**src/rtl/yauart_apb_pkg.sv**
```systemverilog
// yauart_apb_pkg: shared APB requester state encoding and default bus widths
package yauart_apb_pkg;
   localparam int APB_AW = 32;
   localparam int APB_DW = 32;
   typedef enum logic [1:0] {IDLE, SETUP, ACCESS, RESP} apb_mst_state_e;
endpackage

```
**src/rtl/apb3_master.sv**
```systemverilog
// apb3_master: single-outstanding APB3 requester with valid/ready command and response streams
//   command:  i_cmd_valid/o_cmd_ready, i_cmd_write, i_cmd_addr, i_cmd_wdata
//   response: o_rsp_valid/i_rsp_ready, o_rsp_rdata, o_rsp_slverr, o_rsp_timeout
//   APB3:     o_apb_paddr/pwdata/pwrite/psel/penable, i_apb_prdata/pready/pslverr
//   TIMEOUT_CYCLES ACCESS cycles without PREADY abort the transfer (0 disables)
module apb3_master
   import yauart_apb_pkg::*;
#(
   parameter int APB_ADDR_WIDTH = APB_AW,
   parameter int APB_DATA_WIDTH = APB_DW,
   parameter int TIMEOUT_CYCLES = 256
) (
   input  logic                      i_apb_pclk,
   input  logic                      i_apb_prst,
   input  logic                      i_cmd_valid,
   output logic                      o_cmd_ready,
   input  logic                      i_cmd_write,
   input  logic [APB_ADDR_WIDTH-1:0] i_cmd_addr,
   input  logic [APB_DATA_WIDTH-1:0] i_cmd_wdata,
   output logic                      o_rsp_valid,
   input  logic                      i_rsp_ready,
   output logic [APB_DATA_WIDTH-1:0] o_rsp_rdata,
   output logic                      o_rsp_slverr,
   output logic                      o_rsp_timeout,
   output logic [APB_ADDR_WIDTH-1:0] o_apb_paddr,
   output logic [APB_DATA_WIDTH-1:0] o_apb_pwdata,
   output logic                      o_apb_pwrite,
   output logic                      o_apb_psel,
   output logic                      o_apb_penable,
   input  logic [APB_DATA_WIDTH-1:0] i_apb_prdata,
   input  logic                      i_apb_pready,
   input  logic                      i_apb_pslverr
);
   // a zero timeout still needs a 1-bit counter so the design elaborates
   localparam int TW = TIMEOUT_CYCLES > 0 ? $clog2(TIMEOUT_CYCLES + 1) : 1;
   localparam logic [TW-1:0] TLIM = TW'(TIMEOUT_CYCLES > 0 ? TIMEOUT_CYCLES - 1 : 0);
   apb_mst_state_e state;
   logic [TW-1:0] tcnt;
   logic expire;
   // PREADY has priority over an expiring counter
   assign expire = (TIMEOUT_CYCLES != 0) && (tcnt == TLIM) && !i_apb_pready;
   always_ff @(posedge i_apb_pclk or posedge i_apb_prst) begin
      if (i_apb_prst) begin
         state         <= IDLE;
         tcnt          <= '0;
         o_cmd_ready   <= 1'b1;
         o_rsp_valid   <= 1'b0;
         o_rsp_rdata   <= '0;
         o_rsp_slverr  <= 1'b0;
         o_rsp_timeout <= 1'b0;
         o_apb_paddr   <= '0;
         o_apb_pwdata  <= '0;
         o_apb_pwrite  <= 1'b0;
         o_apb_psel    <= 1'b0;
         o_apb_penable <= 1'b0;
      end else begin
         case (state)
            IDLE: if (i_cmd_valid) begin
               o_apb_paddr  <= i_cmd_addr;
               o_apb_pwdata <= i_cmd_wdata;
               o_apb_pwrite <= i_cmd_write;
               o_apb_psel   <= 1'b1;
               o_cmd_ready  <= 1'b0;
               state        <= SETUP;
            end
            SETUP: begin
               o_apb_penable <= 1'b1;
               tcnt          <= '0;
               state         <= ACCESS;
            end
            ACCESS: if (i_apb_pready || expire) begin
               o_rsp_rdata   <= (i_apb_pready && !o_apb_pwrite) ? i_apb_prdata : '0;
               o_rsp_slverr  <= i_apb_pready ? i_apb_pslverr : 1'b1;
               o_rsp_timeout <= !i_apb_pready;
               o_rsp_valid   <= 1'b1;
               o_apb_psel    <= 1'b0;
               o_apb_penable <= 1'b0;
               state         <= RESP;
            end else begin
               tcnt <= tcnt + 1'b1;
            end
            RESP: if (i_rsp_ready) begin
               o_rsp_valid <= 1'b0;
               o_cmd_ready <= 1'b1;
               state       <= IDLE;
            end
            default: state <= IDLE;
         endcase
      end
   end
endmodule

```
**config.mk**
```make
export PLATFORM = sky130hd
export DESIGN_NAME = apb3_master
export DESIGN_NICKNAME = d
export VERILOG_FILES = /design/src/rtl/yauart_apb_pkg.sv /design/src/rtl/apb3_master.sv
export SDC_FILE = /design/constraint.sdc
export NUM_CORES = 1
export LEC_CHECK = 0
export BUFFER_PORTS_ARGS = -buffer_cell sky130_fd_sc_hd__buf_4
export CAP_MARGIN = 0
export CORE_AREA = 2 2 102 104
export DETAILED_ROUTE_END_ITERATION = 6
export DIE_AREA = 0 0 104 106
export PLACE_DENSITY = 0.81
export SLEW_MARGIN = 20
export SYNTH_ARGS = -nofsm -noshare
export SYNTH_HDL_FRONTEND = slang
export SYNTH_SLANG_ARGS = --single-unit
```
**constraint.sdc**
```tcl
create_clock -name i_apb_pclk -period 4.7 [get_ports i_apb_pclk]
set_clock_uncertainty 0.2 [all_clocks]
set_input_delay 0.705 -clock i_apb_pclk [delete_from_list [all_inputs] [get_ports i_apb_pclk]]
set_output_delay 0.705 -clock i_apb_pclk [all_outputs]
set_load 0.005 [all_outputs]
```
**Yosys cells after proc, flatten, opt, wreduce, memory -nomap -nowiden**

Index checks and enable logic that the tools add are counted.

- Logic and storage cells: 57
- Latch bits: 0
- Bits in writable memories: 0
- ROM bits: 0
- Memories kept: 0
- Register bits after elaboration: 114
- Output and inout port bits: 103

- Equal/unequal tests: 8
- Bitwise logic cells: 0
- $add $sub $neg: 1
- Order comparisons: 0
- Mux-type cells: 18
- Reductions and logical operators: 18
- Shifts and indexed selects: 0
- Div/mod/pow operators: 0
- Multiply operators: 0

Operator list:

| operator | number |
|---|---|
| 32-bit two-way mux | 1 |
| 9-bit one-hot mux with 2 select lines | 1 |
| 3-bit AND reduction | 4 |
| 9-bit by 1-bit adder with 9-bit output, second input constant | 1 |
| 9-bit by 8-bit equality test with 1-bit output, second input constant | 1 |
| 9-bit two-way mux | 1 |
| 2-bit != test, second input constant | 4 |
| 1-bit one-hot mux with 2 select lines | 4 |
| 2-bit one-hot mux with 4 select lines | 1 |
| 2-bit AND reduction | 4 |
| 2-bit nonzero test | 4 |
| 1-bit two-way mux | 7 |
| 2-bit two-way mux | 3 |
| 2-bit equality test, second input constant | 2 |
| 2-bit by 1-bit equality test with 1-bit output, second input constant | 1 |
| 1-bit logical AND | 2 |
| 1-bit logical NOT | 2 |
| 2-bit logical NOT | 1 |
| 1-bit logical OR | 1 |

**Logic depth before layout (Yosys ltp)**

Gate-level depths: netlist (run 1).

- Word-level depth: 5
- Mapped depth: 9
- Depth with buffers taken out: 7

**Least setup slack after synthesis (run 1)**

Ideal clock, no wire load.

- Path kind: register -> register
- Start: reg tcnt[0]
- End: reg tcnt[5]
- Slack: 2.388 ns
- Setup time: 0.078 ns
- Arrival: 2.035 ns
- Cell stages (with the launch flop): 9
- Data required time: 4.422 ns
- Path through: dfrtp_1 ha_1 nand2_1 nor3_1 ha_1 or3b_1 buf_2 or4_1 a21boi_1

- Word-level cells in the longest chain between the ends: 5
- Elaborated cells on any way between the ends: 8
- Classes of those cells: 1 x add/sub; 2 x eq/ne; 2 x mux; 3 x reduce/logical

Ends and longest elaborated chain:

| item | RTL line | RTL |
|---|---|---|
| start, declared | apb3_master.sv:38 | `logic [TW-1:0] tcnt;` |
| start signal, assigned | apb3_master.sv:80 | `tcnt <= tcnt + 1'b1;` |
| parallel branches: the longest is 5 deep, another holds 9-bit by 1-bit adder with 9-bit output | - |  |

Parallel ways; which one is timed is not known. The select of a mux whose other input is x is not followed.
A chain may end at the register's enable or synchronous reset.

**Final worst setup path (run 1)**

- Start: reg state[0]
- End: reg o_apb_pwdata[29]

- Word-level cells in the longest chain between the ends: 2

Ends and longest elaborated chain:

| item | RTL line | RTL |
|---|---|---|
| start, declared | apb3_master.sv:37 | `apb_mst_state_e state;` |
| start signal, assigned | apb3_master.sv:44 | `state <= IDLE;` |
| start signal, assigned | apb3_master.sv:64 | `state <= SETUP;` |
| start signal, assigned | apb3_master.sv:69 | `state <= ACCESS;` |
| 2-bit logical NOT | apb3_master.sv:57 | `case (state)` |
| 2-bit AND reduction (no source line) | - |  |
| end signal, assigned | apb3_master.sv:60 | `o_apb_pwdata <= i_cmd_wdata;` |
| end, declared | apb3_master.sv:26 | `output logic [APB_DATA_WIDTH-1:0] o_apb_pwdata,` |

No other way between the ends.

==> impl_metrics.ini, run 1 <==
[cts]
cts_made_buffers = 17
post-cts-setup-buffers = 0
cts-hold-fix-buffers = 0
htree_num_levels = 4
clk_path_buf_depth = 2
path_clk_slew_ns = 0.05
cts.sinks = 114
clk_latency_ns = 0.49
cts_root_buffer = clkbuf_8
post_cts_resized = 0
tritoncts = done

[grt]
antenna_found_initial = 0
met1_usage_pct = 23.60
grt_max_degree = 69
gr-total-overflow = 0
track_usage_pct = 20.62
grtUsageMet2_pct = 35.90
grt.busiest_layer = met2
grt_pass1_vias = 3681
met3_usage_pct = 6.867
grt_pass1_wl_um = 17970

[yosys]
yosys-top-cells-area = dfrtp_1, mux2_2, nand2_1
synth_edf_count = 0
synth_most_common_cell = dfrtp_1
yosysWarningCount = 0
synthArstFlopShare_pct = 100.0
synth_top_flop_cell = dfrtp_1
ys_top_cells_by_count = dfrtp_1, nand2_1, mux2_2, o21ai_0, clkbuf_1
syn_area_um2 = 4553
synth_top_area_share_pct = 62.10
syn_avg_cell_area_um2 = 12.31
netlist-cell-type-count = 34
synth_top_area_cell = dfrtp_1
syn_nets = 479
ys_seq_area_share_pct = 62.68
syn_inst = 370
synth_seq_cells = 114

[sta]
fin_setup_tns_ns = 0
slew_headroom_pct = 40.79
fmax_mhz = 379.4
max_slew.worst_pin.slew_ns = 0.8850
setup_viol = 0
hold_violations = 0
grt_setup_unrepaired = false
post-route-min-period_ns = 2.636
slew_violations = 0
post-route-period-util_pct = 56.08

[power]
p_per_area_nw_per_um2 = 666.6
p_leak_nw = 3.302
ir_worst_vdd_mv = 0.3832
total_power_w = 0.004497

[cells_and_area]
fin_nets = 686
final_util_pct = 67.47
diodes = 0
area_growth_pct = 48.17
drive_above_1_share_pct = 52.47

[floorplan]
die_w_um = 104
die_area_um2 = 11020
fp-row-count = 37
io_pins = 206
die_y_um = 106
start_util_pct = 45.53
design.core.area_um2 = 10000

[setup_path]
start_kind = flip-flop
end_kind = flip-flop
worst-path-max-fanout = 39
cp_data_required_time_ns = 4.87
reg2reg_from = state[0]$_DFFE_PP0P_
critPathLaunch = state[0]$_DFFE_PP0P_
worstPathArrival_ns = 2.81
crit_type = reg -> reg

[routing]
vias = 3526
drc = 0
wl_per_cell_um = 15.16
ant_nets = 0
first_pass_iters = 4
viasPerCell = 4.877
drtIter0Drc = 187
drt-total-wl_um = 10960

[placement]
gp_congestion = 0.7846
io_buffers = 205
dp_hpwl_um = 7997

[worst_hold_path]
hold_path_class = in -> async

[run_status]
status = complete, no violations

[flow_run]
drv_cap = 0
## final timing paths
| check | endpoint | cells after the start | slack [ns] |
|---|---|---|---|
| min reg2reg | o_rsp_rdata[25]$_DFFE_PP0P_ | 2 | 0.28 |
| min | o_apb_pwdata[24]$_DFFE_PP0P_ | 3 | 0.20 |
| max | o_apb_pwdata[29]$_DFFE_PP0P_ | 5 | 2.06 |
| max in group asynchronous | o_rsp_rdata[15]$_DFFE_PP0P_ | 3 | 3.51 |
| max reg2reg | o_apb_pwdata[29]$_DFFE_PP0P_ | 5 | 2.06 |
| min in group i_apb_pclk | o_apb_paddr[18]$_DFFE_PP0P_ | 2 | 0.24 |
## area by class of cell
cell class,instances,area [um^2]
Inverter,5,21.27
Timing Repair Buffer,209,1569
Clock inverter,7,60.06
Sequential cell,114,2854
Clock buffer,22,462.9
Fill cell,760,3253
Tap cell,136,170.2
Multi-Input combinational cell,230,1609
## worst max-delay path, stage by stage (launching register included)
cell and delay (ns):
dfrtp_1 0.39, inv_1 0.09, ha_1 0.27, nand2_2 0.68, buf_4 0.48, mux2_2 0.39
## state kept, by name (all words and copies together) (netlist names)
register       flops
o_apb_paddr       32
o_apb_penable      1
o_apb_psel         1
o_apb_pwdata      32
o_apb_pwrite       1
o_cmd_ready        1
o_rsp_rdata       32
o_rsp_slverr       1
o_rsp_timeout      1
o_rsp_valid        1
state              2
tcnt               9
## power by group
| part | total [W] | leakage, nW | internal (W) | switching (W) |
|---|---|---|---|---|
| Sequential | 0.00173 | 1.41 | 0.00146 | 0.000270 |
| Clock | 0.00112 | 0.266 | 0.000726 | 0.000399 |
| Combinational | 0.00164 | 1.63 | 0.000989 | 0.000656 |
| Total | 0.00450 | 3.30 | 0.00317 | 0.00132 |
## layer usage
layer,wire (um),up-vias,share of wire [%]
met5,0,-,0
met1,4456,1680,41
met3,783,12,7.1
met4,120,0,1.1
met2,5600,152,51
li1,-,1682,-
## logic make-up after synthesis
logic type	after synthesis	synth area share, %
AOI/OAI and AO/OA	57	6.870
adders and majority gates	6	1.649
buffers and inverters	26	2.446
DFF	114	62.68
muxes	70	17.20
and+or+nand+nor	97	9.151
## layout by cell type, fill, tap and decap left out, types with 2 or more instances in the layout
cell,count
nor2b_1,4
mux2i_1,4
nor3_1,3
mux2_2,66
a21oi_1,6
dfrtp_1,113
clkinv_2,6
o21ai_0,41
nand3_1,3
clkbuf_1,2
inv_1,4
buf_4,209
clkbuf_8,4
nor2_1,3
nand2b_1,3
clkbuf_16,16
nand2_1,72
ha_1,6
## stage by stage
stage / hold slack (ns) / cell area [um^2] / worst slack [ns] / instances
after floorplan: 0.2480 / 4553 / 0.7809 / 370
after global placement: 0.2620 / 6218 / 2.020 / 694
after detailed placement: 0.2713 / 6218 / 1.971 / 694
after CTS: 0.2015 / 6741 / 2.018 / 723
after global routing: 0.2112 / 6746 / 1.882 / 723
final: 0.2016 / 6746 / 2.064 / 723
Note: power is estimated with default switching activity, not from simulation.
==> inputs of run 2 (changes only) <==
--- a/config.mk
+++ b/config.mk
@@ -7,10 +7,10 @@
 export LEC_CHECK = 0
 export BUFFER_PORTS_ARGS = -buffer_cell sky130_fd_sc_hd__buf_4
 export CAP_MARGIN = 0
-export CORE_AREA = 2 2 102 104
+export CORE_AREA = 2 2 108 110
 export DETAILED_ROUTE_END_ITERATION = 6
-export DIE_AREA = 0 0 104 106
-export PLACE_DENSITY = 0.81
+export DIE_AREA = 0 0 110 112
+export PLACE_DENSITY = 0.76
 export SLEW_MARGIN = 20
 export SYNTH_ARGS = -nofsm -noshare
 export SYNTH_HDL_FRONTEND = slang
==> constraint.sdc (replaced) <==
create_clock -name i_apb_pclk -period 2.3 [get_ports i_apb_pclk]
set_clock_uncertainty 0.2 [all_clocks]
set_input_delay 0.345 -clock i_apb_pclk [delete_from_list [all_inputs] [get_ports i_apb_pclk]]
set_output_delay 0.345 -clock i_apb_pclk [all_outputs]
set_load 0.005 [all_outputs]
==> impl_metrics.ini, run 2 (synthesis results as in run 1) <==
[run_status]
status = finished, violations left
violations = setup timing

[setup_path]
reg2reg_from = tcnt[1]$_DFFE_PP0P_
worst-path-max-fanout = 5
critPathLaunch = tcnt[1]$_DFFE_PP0P_
worstPathArrival_ns = 2.45
start_kind = flip-flop
end_kind = flip-flop
cp_data_required_time_ns = 2.43
crit_type = reg -> reg

[sta]
setup_viol = 1
post-route-min-period_ns = 2.319
slew_headroom_pct = 58.84
post-route-period-util_pct = 100.8
max_slew.worst_pin.slew_ns = 0.6174
slew_violations = 0
fmax_mhz = 431.2
setup_slack_ns = -0.01930
fin_setup_tns_ns = -0.01930
hold_violations = 0

[worst_hold_path]
min_from = i_apb_prdata[22]
hold_path_class = in -> reg

[cts]
clk_path_buf_depth = 2
htree_num_levels = 4
cts_root_buffer = clkbuf_16
tritoncts = done
cts_made_buffers = 17
path_clk_slew_ns = 0.05
clk_latency_ns = 0.40
cts.sinks = 114

[power]
total_power_w = 0.009789
p_per_area_nw_per_um2 = 1242
ir_worst_vdd_mv = 0.6767
p_leak_nw = 3.764

[grt]
gr-total-overflow = 0
grt_pass1_wl_um = 20730
grt_max_degree = 115
track_usage_pct = 22.18
grt_pass1_vias = 4250
antenna_found_initial = 0

[cells_and_area]
nFillCells = 742
fin_nets = 788
largestRegisters = o_apb_paddr (32), o_apb_pwdata (32), o_rsp_rdata (32)
multiInputGateArea_um2 = 1633
regArea_um2 = 2854
final_cell_mix = buf_4, dfrtp_1, dlygate4sd3_1
drive_above_1_share_pct = 46.68
diodes = 0
area_growth_pct = 73.10
mostFrequentLayoutCell = buf_4

[routing]
drc = 0
ant_nets = 0
wl_per_cell_um = 16.01
drt-total-wl_um = 13370
drtIter0Drc = 237
vias = 4019
first_pass_iters = 4
viasPerCell = 4.813

[placement]
io_buffers = 205
dp_slack_ns = -0.09093
gp_congestion = 0.7700
dp_hpwl_um = 7968

[floorplan]
start_util_pct = 40.75
io_pins = 206
die_y_um = 112
die_area_um2 = 12320
die_w_um = 110
design.core.area_um2 = 11170
fp-row-count = 39

[flow_run]
drv_cap = 0
[run 2: path summary, 6_finish.rpt]
| path | end | slack [ns] | cells past startpoint |
|---|---|---|---|
| worst max-delay path | tcnt[5]$_DFFE_PP0P_ | -0.02 | 7 |
| worst min-delay path | o_rsp_rdata[22]$_DFFE_PP0P_ | 0.02 | 3 |
| worst max register to register | tcnt[5]$_DFFE_PP0P_ | -0.02 | 7 |
| worst min register to register | o_rsp_rdata[15]$_DFFE_PP0P_ | 0.28 | 2 |
| max in group asynchronous | o_apb_pwdata[7]$_DFFE_PP0P_ | 0.93 | 4 |
| min in group asynchronous | o_apb_pwdata[30]$_DFFE_PP0P_ | 0.48 | 4 |
[run 2: report_power, final]
group	internal (W)	switching, W
Sequential	0.00298	0.000577
Clock	0.00164	0.000887
Combinational	0.00223	0.00147
Total	0.00685	0.00294
[run 2: per-layer routing]
metal | part of all wire (%) | global-route usage [%]
met4 | 3.2 | 10.72
met3 | 7.0 | 6.382
met5 | 0 | 0
met2 | 53 | 39.84
met1 | 37 | 23.20
[run 2: critical path, cell delays in order, from the launching register on]
cell and delay, ns:
dfrtp_1 0.42, ha_4 0.20, nand2_1 0.06, nor3_1 0.05, ha_1 0.21, or3b_4 0.42
or4_4 0.55, a21boi_2 0.14
[run 2: layout make-up]
cell class,count,area share (%)
clock buffer,22,5.890
clock inverter,10,1.381
inverter,5,0.2858
multi-input combinational,230,20.72
sequential,114,36.21
tap,143,2.270
timing repair buffer,311,33.24
[run 2: through the flow]
step	cell area [um^2]	std cells	util (%)	hold slack, ns
finish	7881	835	70.53	0.02294
global route	7881	835	70.53	0.004651
CTS	7858	835	70.32	0.0004355
detailed placement	6319	706	56.54	0.2722
global placement	6319	706	56.54	0.2612
floorplan	4559	370	-	0.2480
[run 2: timing repair]
action                                 4_1_cts  5_1_grt
pin swaps                                    2        2
resized for setup                            1        5
hold buffers                                94        0
setup endpoints to repair                    3        4
setup buffers                                3        0
endpoints found under the hold margin      206        0
